==> src/rtl/freq_meter.sv <==
`default_nettype none
// ============================================================================
// Module   : freq_meter
// Purpose  : Counts rising edges of an asynchronous input over a fixed window
//            of GATE_CYCLES f_clk cycles and reports the count as 4 BCD digits.
// Revision : 1.0 - initial release
// ----------------------------------------------------------------------------
// Parameters
//   GATE_CYCLES : f_clk cycles per measurement window (legal 2..131071)
// Ports
//   f_clk    in   1  system clock, all logic on rising edge
//   reset    in   1  synchronous active-high reset
//   sig_in   in   1  signal under measurement, asynchronous to f_clk
//   bcd_out  out 16  last window's rising-edge count, [15:12] thousands..[3:0] units
//   valid    out  1  one-cycle pulse when bcd_out/overflow are updated
//   overflow out  1  last window contained more than 9999 edges
//   gate     out  1  high while a trusted measurement window is open
// Configuration
//   FREQ_METER_SAT_EN : when defined the accumulator saturates at 9999;
//                       otherwise it wraps 9999 -> 0000. Overflow is flagged
//                       in both builds.
// ============================================================================
module freq_meter #(
  parameter int GATE_CYCLES = 100000
) (
  input  logic        f_clk,
  input  logic        reset,
  input  logic        sig_in,
  output logic [15:0] bcd_out,
  output logic        valid,
  output logic        overflow,
  output logic        gate
);

  localparam int            TW       = $clog2(GATE_CYCLES);
  localparam logic [TW-1:0] TERMINAL = TW'(GATE_CYCLES - 1);
  localparam logic [15:0]   BCD_MAX  = 16'h9999;

  // The first window after reset runs with untrusted synchronizer contents,
  // so its result is dropped; every later window is reported.
  typedef enum logic [0:0] {
    ST_DISCARD = 1'b0,
    ST_MEASURE = 1'b1
  } state_t;

  state_t        state_q, state_d;
  logic          sync1_q, sync2_q, sync3_q;
  logic [TW-1:0] timer_q, timer_d;
  logic [15:0]   acc_q, acc_d;
  logic          ovf_pend_q, ovf_pend_d;
  logic [15:0]   bcd_q, bcd_d;
  logic          ovf_q, ovf_d;
  logic          valid_q, valid_d;

  logic          rise;
  logic          terminal;
  logic          at_max;
  logic [15:0]   acc_inc;
  logic [15:0]   acc_step;
  logic          pend_step;

  // BCD +1 with ripple carry; 9999 wraps naturally to 0000.
  function automatic logic [15:0] bcd_incr(input logic [15:0] v);
    logic [15:0] r;
    logic        c;
    r = v;
    c = 1'b1;
    for (int i = 0; i < 4; i++) begin
      if (c) begin
        if (v[4*i +: 4] == 4'd9) begin
          r[4*i +: 4] = 4'd0;
        end else begin
          r[4*i +: 4] = v[4*i +: 4] + 4'd1;
          c           = 1'b0;
        end
      end
    end
    return r;
  endfunction

  assign rise     = sync2_q & ~sync3_q;
  assign terminal = (timer_q == TERMINAL);
  assign at_max   = (acc_q == BCD_MAX);
  assign acc_inc  = bcd_incr(acc_q);

  // Accumulator update for this cycle, including a rise seen in the
  // terminal cycle so it lands in the closing window.
  always_comb begin
    acc_step  = acc_q;
    pend_step = ovf_pend_q;
    if (rise) begin
      if (at_max) begin
        pend_step = 1'b1;
      end
`ifdef FREQ_METER_SAT_EN
      if (!at_max) begin
        acc_step = acc_inc;
      end
`else
      acc_step = acc_inc;
`endif
    end
  end

  // Next-state / window-close logic.
  always_comb begin
    state_d    = state_q;
    timer_d    = timer_q + 1'b1;
    acc_d      = acc_step;
    ovf_pend_d = pend_step;
    bcd_d      = bcd_q;
    ovf_d      = ovf_q;
    valid_d    = 1'b0;
    if (terminal) begin
      timer_d    = '0;
      acc_d      = '0;
      ovf_pend_d = 1'b0;
      state_d    = ST_MEASURE;
      if (state_q == ST_MEASURE) begin
        bcd_d   = acc_step;
        ovf_d   = pend_step;
        valid_d = 1'b1;
      end
    end
  end

  always_ff @(posedge f_clk) begin
    if (reset) begin
      state_q    <= ST_DISCARD;
      sync1_q    <= 1'b0;
      sync2_q    <= 1'b0;
      sync3_q    <= 1'b0;
      timer_q    <= '0;
      acc_q      <= '0;
      ovf_pend_q <= 1'b0;
      bcd_q      <= '0;
      ovf_q      <= 1'b0;
      valid_q    <= 1'b0;
    end else begin
      state_q    <= state_d;
      sync1_q    <= sig_in;
      sync2_q    <= sync1_q;
      sync3_q    <= sync2_q;
      timer_q    <= timer_d;
      acc_q      <= acc_d;
      ovf_pend_q <= ovf_pend_d;
      bcd_q      <= bcd_d;
      ovf_q      <= ovf_d;
      valid_q    <= valid_d;
    end
  end

  assign bcd_out  = bcd_q;
  assign overflow = ovf_q;
  assign valid    = valid_q;
  assign gate     = (state_q == ST_MEASURE);

endmodule
`default_nettype wire

==> config.mk <==
export PLATFORM = sky130hd
export DESIGN_NAME = freq_meter
export DESIGN_NICKNAME = d
export VERILOG_FILES = /design/src/rtl/freq_meter.sv
export SDC_FILE = /design/constraint.sdc
export NUM_CORES = 1
export LEC_CHECK = 0
export CAP_MARGIN = 15
export CORE_MARGIN = 3
export CORE_UTILIZATION = 35
export DETAILED_ROUTE_END_ITERATION = 16
export PLACE_DENSITY_LB_ADDON = 0.25
export SLEW_MARGIN = 5
export SYNTH_ARGS = -nofsm -noshare
export SYNTH_HDL_FRONTEND = slang
export SYNTH_SLANG_ARGS = --single-unit
export TNS_END_PERCENT = 100
==> constraint.sdc <==
create_clock -name f_clk -period 4.1 [get_ports f_clk]
set_input_delay 0.82 -clock f_clk [delete_from_list [all_inputs] [get_ports f_clk]]
set_output_delay 0.82 -clock f_clk [all_outputs]
set_load 0.05 [all_outputs]
==> results.json, run 1 <==
{
  "dieArea_mm2": 0.00777,
  "ys_seq_area_share_pct": 47.4,
  "worstSetupStartpointType": "flop",
  "clockBufferDepth": 2,
  "path_buf_inv": 1,
  "path_delay_family": "buffers and inverters",
  "internal_power_uw": 677,
  "rsz0062_at_grt": "false",
  "cap_violations": 0,
  "vias": 1698,
  "chipWidth_um": 88.2,
  "ir_drop_mv": 0.207,
  "synth_ff_type": "dfxtp_1",
  "clkTransAtPathRegs_ps": 90,
  "combPwrFrac_pct": 2.4,
  "core-area_mm2": 0.00646,
  "cts_buffers": 5,
  "final_cell_mix": "dfxtp_1, nor2_1, clkdlybuf4s50_1, xor2_1, a211oi_2",
  "worst_pin_slew_ps": 648,
  "cts_tree": "done",
  "fin_hold_ws_ps": 454,
  "status": "finished clean",
  "die_h_um": 88.2,
  "synth_nets": 255,
  "drc": 0,
  "clock_latency_ps": 310,
  "synth.ff_latch_count": 56,
  "synth_cell_type_count": 43,
  "grt_pass1_wl_um": 7570,
  "gp_congestion": 0.746,
  "area_delta_synth_final_pct": 14.2,
  "post-dp-hpwl_um": 2930,
  "worstReg2RegStart": "timer_q[6]",
  "cp.required_ps": 3280,
  "port_buffers": 21,
  "grt_pass1_vias": 1686,
  "final_common_cell": "dfxtp_1",
  "critPathSlowestCell": "clkdlybuf4s50_1",
  "switching_power_uw": 196,
  "cts_hold_buffers": 0,
  "switching_share_pct": 22.5,
  "cts-root-buf": "clkbuf_8",
  "final.setup.tns_ps": 0,
  "first_pass_iters": 4,
  "max_slew_margin_pct": 56.8,
  "synth_edf_count": 0,
  "setup_ws_ps": 1750,
  "place_ws_ps": 1870,
  "drtIter0Drc": 69,
  "synthArstFlopShare_pct": 0,
  "maxSlewViolCount": 0,
  "grt-ovfl-total": 0,
  "ff2ff_path_depth": 4,
  "path_max_fanout": 5,
  "fin_crit_ps": 2350,
  "n_antenna_cell": 0,
  "fin_worst_skew_ps": 17.3,
  "min_period_over_period_pct": 57.3,
  "p_leak_nw": 0.894,
  "min_path_type": "flop to flop",
  "whs_path_depth": 1,
  "wirelength_um": 4280,
  "rrSetupSlack_ps": 1900,
  "yosysWarnings": 0,
  "initial_core_util_pct": 36.6,
  "p_seq_share_pct": 63.2,
  "hold_violations": 0,
  "post_cts_buffers": 0,
  "io_pins": 22,
  "reg2reg_to": "timer_q[16]",
  "synthCells": 251,
  "cts.htree.levels": 2,
  "num_rows": 29,
  "viasPerCell": 4.87,
  "grt_max_degree": 33,
  "power_frac_clock_pct": 34.4,
  "cp_cell_sequence": "clkdlybuf4s50_1",
  "syn_area_mm2": 0.00236,
  "setup_viol": 0,
  "drive_above_1_share_pct": 12.1,
  "cts_sinks": 56,
  "min_to": "sync2_q",
  "cts_resized": 0,
  "nets": 275,
  "min_from": "sync1_q",
  "antenna_left": 0,
  "cpPeakStageDelay_ps": 830,
  "grt_usage_pct": 12.2,
  "path_class": "flop to output port",
  "syn_area_per_cell_um2": 9.42,
  "cp_data_arrival_time_ps": 1530,
  "grt_antenna_before_repair": 0,
  "cp-end-kind": "output port",
  "power_density_mw_per_mm2": 324,
  "timing.fmax_ghz": 0.425,
  "wl_per_cell_um": 12.3
}
==> routing by layer <==
metal,vias to the layer above,track usage (%),part of all wire [%]
met5,-,0,0
met4,0,4.12,0.89
met3,4,2.82,2.9
met2,19,20.0,46
met1,780,15.9,50
li1,895,-,-
==> synthesized netlist by cell type, types with 2 or more instances <==
cell type	number	area, um^2
dfxtp_1	56	1120
nor2_1	54	203
a211oi_2	14	175
xor2_1	14	123
nand2_1	12	45.0
xnor2_1	9	78.8
inv_1	8	30.0
nor2b_1	8	50.1
nand3_1	6	30.0
o21ai_0	6	30.0
buf_2	5	25.0
nand4_1	5	31.3
nand2b_1	4	25.0
nor2_2	4	25.0
a21oi_1	3	15.0
mux2i_1	3	30.0
nor4_1	3	18.8
a211oi_1	2	15.0
a22oi_1	2	15.0
and2_1	2	12.5
and3_1	2	12.5
and3_2	2	15.0
and3b_1	2	17.5
buf_1	2	7.51
nand4b_1	2	17.5
nor3_1	2	10.0
nor3b_1	2	15.0
or4b_1	2	20.0
==> sequential cells by signal, summed over array words and instances (netlist names) <==
signal and cells:
acc_q 16, bcd_out 16, gate 1, overflow 1, ovf_pend_q 1, sync1_q 1
sync2_q 1, sync3_q 1, timer_q 17, valid 1
==> kinds of logic (layout without fill, tap and decap cells) <==
logic type | Yosys count | count (layout) | synth area share [%]
simple gates | 120 | 120 | 26.3
flops | 56 | 56 | 47.4
compound gates | 31 | 31 | 11.9
xor+xnor | 23 | 23 | 8.52
buf+inv | 17 | 38 | 4.13
mux | 3 | 3 | 1.27
fa+ha+maj | 1 | 1 | 0.529
==> power by group through the flow <==
stage / sequential (mW) / clock, mW / combinational [mW]
3_5_place_dp: 0.564 / 0 / 0.0215
5_1_grt: 0.553 / 0.334 / 0.0241
4_1_cts: 0.552 / 0.313 / 0.0215
3_3_place_gp: 0.564 / 0 / 0.0214
6_report: 0.552 / 0.301 / 0.0211
2_1_floorplan: 0.564 / 0 / 0.0162
==> area by class of cell <==
type	count	area (um^2)
Multi-Input combinational cell	178	1140
Timing Repair Buffer	22	218
Tap cell	77	96.3
Clock buffer	6	72.6
Inverter	8	30.0
Sequential cell	56	1120
Clock inverter	2	16.3
Fill cell	629	3760
==> per-stage QoR <==
| stage | utilization [%] | total power [mW] | cell area [um^2] | instances |
|---|---|---|---|---|
| finish | 41.8 | 0.873 | 2700 | 349 |
| global route | 41.8 | 0.910 | 2700 | 349 |
| CTS | 41.8 | 0.887 | 2700 | 349 |
| detailed placement | 40.4 | 0.586 | 2610 | 341 |
| global placement | 40.4 | 0.586 | 2610 | 341 |
| floorplan | - | 0.580 | 2360 | 251 |
==> worst max-delay path by stage <==
stage,start,depth (start not counted),slack [ps],endpoint
after detailed placement,timer_q[6],4,1870,timer_q[15]
after global routing,timer_q[6],4,1670,timer_q[12]
after CTS,gate,1,1720,gate
final,gate,1,1750,gate
after global placement,timer_q[6],4,1860,acc_q[12]
after floorplan,timer_q[6],6,2250,bcd_out[10]
Power figures use the tool's default switching activity.
==> inputs of run 2 (changes only) <==
Clock period 4.1 ns to 1.97 ns, I/O delays scaled along.
==> results.json, run 2 (synthesis gave the netlist of run 1 again) <==
{
  "regMostFlops": "timer_q",
  "clkTransAtPathRegs_ps": 100,
  "cp.required_ps": 2170,
  "cpMostUsedCell": "buf_4",
  "post-dp-hpwl_um": 3260,
  "grt_max_degree": 23,
  "initial_core_util_pct": 36.6,
  "cap_violations": 0,
  "critPathSlowestCell": "or4b_4",
  "final_cell_area_mm2": 0.00302,
  "drive_above_1_share_pct": 24.4,
  "grt_antenna_before_repair": 0,
  "switching_share_pct": 22.7,
  "port_buffers": 21,
  "die_h_um": 88.2,
  "cts_sinks": 56,
  "wirelength_um": 5180,
  "max_slew_margin_pct": 65.7,
  "grt-ovfl-total": 0,
  "core-area_mm2": 0.00646,
  "fin_worst_skew_ps": 15.3,
  "path_class": "flop to flop",
  "p_leak_nw": 1.08,
  "vias": 1867,
  "status": "finished clean",
  "rsz0062_at_grt": "true",
  "timing.fmax_ghz": 0.521,
  "nets": 299,
  "maxSlewViolCount": 0,
  "min_period_over_period_pct": 97.5,
  "power_density_mw_per_mm2": 625,
  "setup_viol": 0,
  "largest_reg_flops": 17,
  "cp_data_arrival_time_ps": 2130,
  "fillers": 617,
  "power_frac_clock_pct": 35.1,
  "first_pass_iters": 4,
  "min_path_type": "flop to flop",
  "io_pins": 22,
  "drtIter0Drc": 61,
  "gp_congestion": 0.760,
  "area_delta_synth_final_pct": 27.8,
  "chipWidth_um": 88.2,
  "num_rows": 29,
  "grt_pass1_vias": 1816,
  "cts.htree.levels": 2,
  "p_seq_share_pct": 60.8,
  "clock_latency_ps": 320,
  "cts-root-buf": "clkbuf_8",
  "placedCellCount": 353,
  "ir_drop_mv": 0.365,
  "dieArea_mm2": 0.00777,
  "clockBufferDepth": 2,
  "viasPerCell": 5.02,
  "grt_usage_pct": 12.8,
  "drc": 0,
  "cp_cell_sequence": "or4b_4 > nor4_4 > buf_4 > and2_2 > buf_4 > a211oi_2",
  "worstSetupStartpointType": "flop",
  "n_antenna_cell": 0,
  "regArea_mm2": 0.00113,
  "wl_per_cell_um": 13.9,
  "switching_power_uw": 428,
  "cts_buffers": 5,
  "grt_pass1_wl_um": 7940,
  "path_max_fanout": 5,
  "cpPeakStageDelay_ps": 540,
  "dpl_cell_area_mm2": 0.00271,
  "cp-end-kind": "flop",
  "hold_violations": 0,
  "final_common_cell": "dfxtp_1",
  "final_cell_mix": "dfxtp_1, nor2_1, clkdlybuf4s50_1, buf_4, a211oi_2",
  "worst_pin_slew_ps": 511,
  "combPwrFrac_pct": 4.1,
  "cts_tree": "done",
  "multi_input_area_mm2": 0.00123,
  "internal_power_mw": 1.46,
  "fin_crit_ps": 1920,
  "fin_cells": 372,
  "antenna_left": 0
}
[run 2: repair_timing]
action | 4_1_cts | 5_1_grt
setup buffers | 0 | 5
hold buffers | 0 | 0
hold endpoints to repair | 0 | 0
endpoints found under the setup margin | 0 | 23
resized for setup | 0 | 22
[run 2: metrics by stage]
stage	setup slack, ps	power [mW]	utilization (%)	hold WS [ps]	TNS, ps
2_1_floorplan	123	1.21	-	414	0
3_3_place_gp	95.4	1.23	42.0	433	0
3_5_place_dp	68.6	1.23	42.0	427	0
4_1_cts	37.5	1.88	43.4	454	0
5_1_grt	-8.58	1.95	46.8	468	-36.0
6_report	49.3	1.89	46.8	449	0
[run 2: metal layers]
metal	part of all wire [%]	vias to the layer above	GRT usage (%)
li1	-	948	-
met1	47	881	15.1
met2	49	31	22.3
met3	3.3	7	2.92
met4	1.4	0	5.49
met5	0	-	0
[run 2: worst max-delay path: cells and delay by family (launching register included)]
family,cells,cell delay [ps]
compound gates,1,50
buf+inv,2,320
simple gates,3,1100
flops,1,330
[run 2: path summary, 6_finish.rpt]
path	from	endpoint	slack, ps	depth (start not counted)
worst min register to register	sync1_q	sync2_q	450	1
worst min-delay path	sync1_q	sync2_q	450	1
worst max-delay path	timer_q[14]	bcd_out[14]	50	6
worst max register to register	timer_q[14]	bcd_out[14]	50	6
[run 2: power groups by stage]
stage / clock (mW) / sequential [mW] / combinational [mW]
floorplan: 0 / 1.17 / 0.0337
global placement: 0 / 1.17 / 0.0526
detailed placement: 0 / 1.17 / 0.0536
CTS: 0.677 / 1.15 / 0.0537
global route: 0.714 / 1.15 / 0.0832
finish: 0.663 / 1.15 / 0.0774
[run 2: cell type report]
class	count	share of cell area, %
Tap cell	77	3.19
Timing Repair Buffer	43	14.9
Clock buffer	6	2.73
Inverter	8	0.994
Multi-Input combinational cell	181	40.7
Sequential cell	56	37.3
Clock inverter	1	0.290
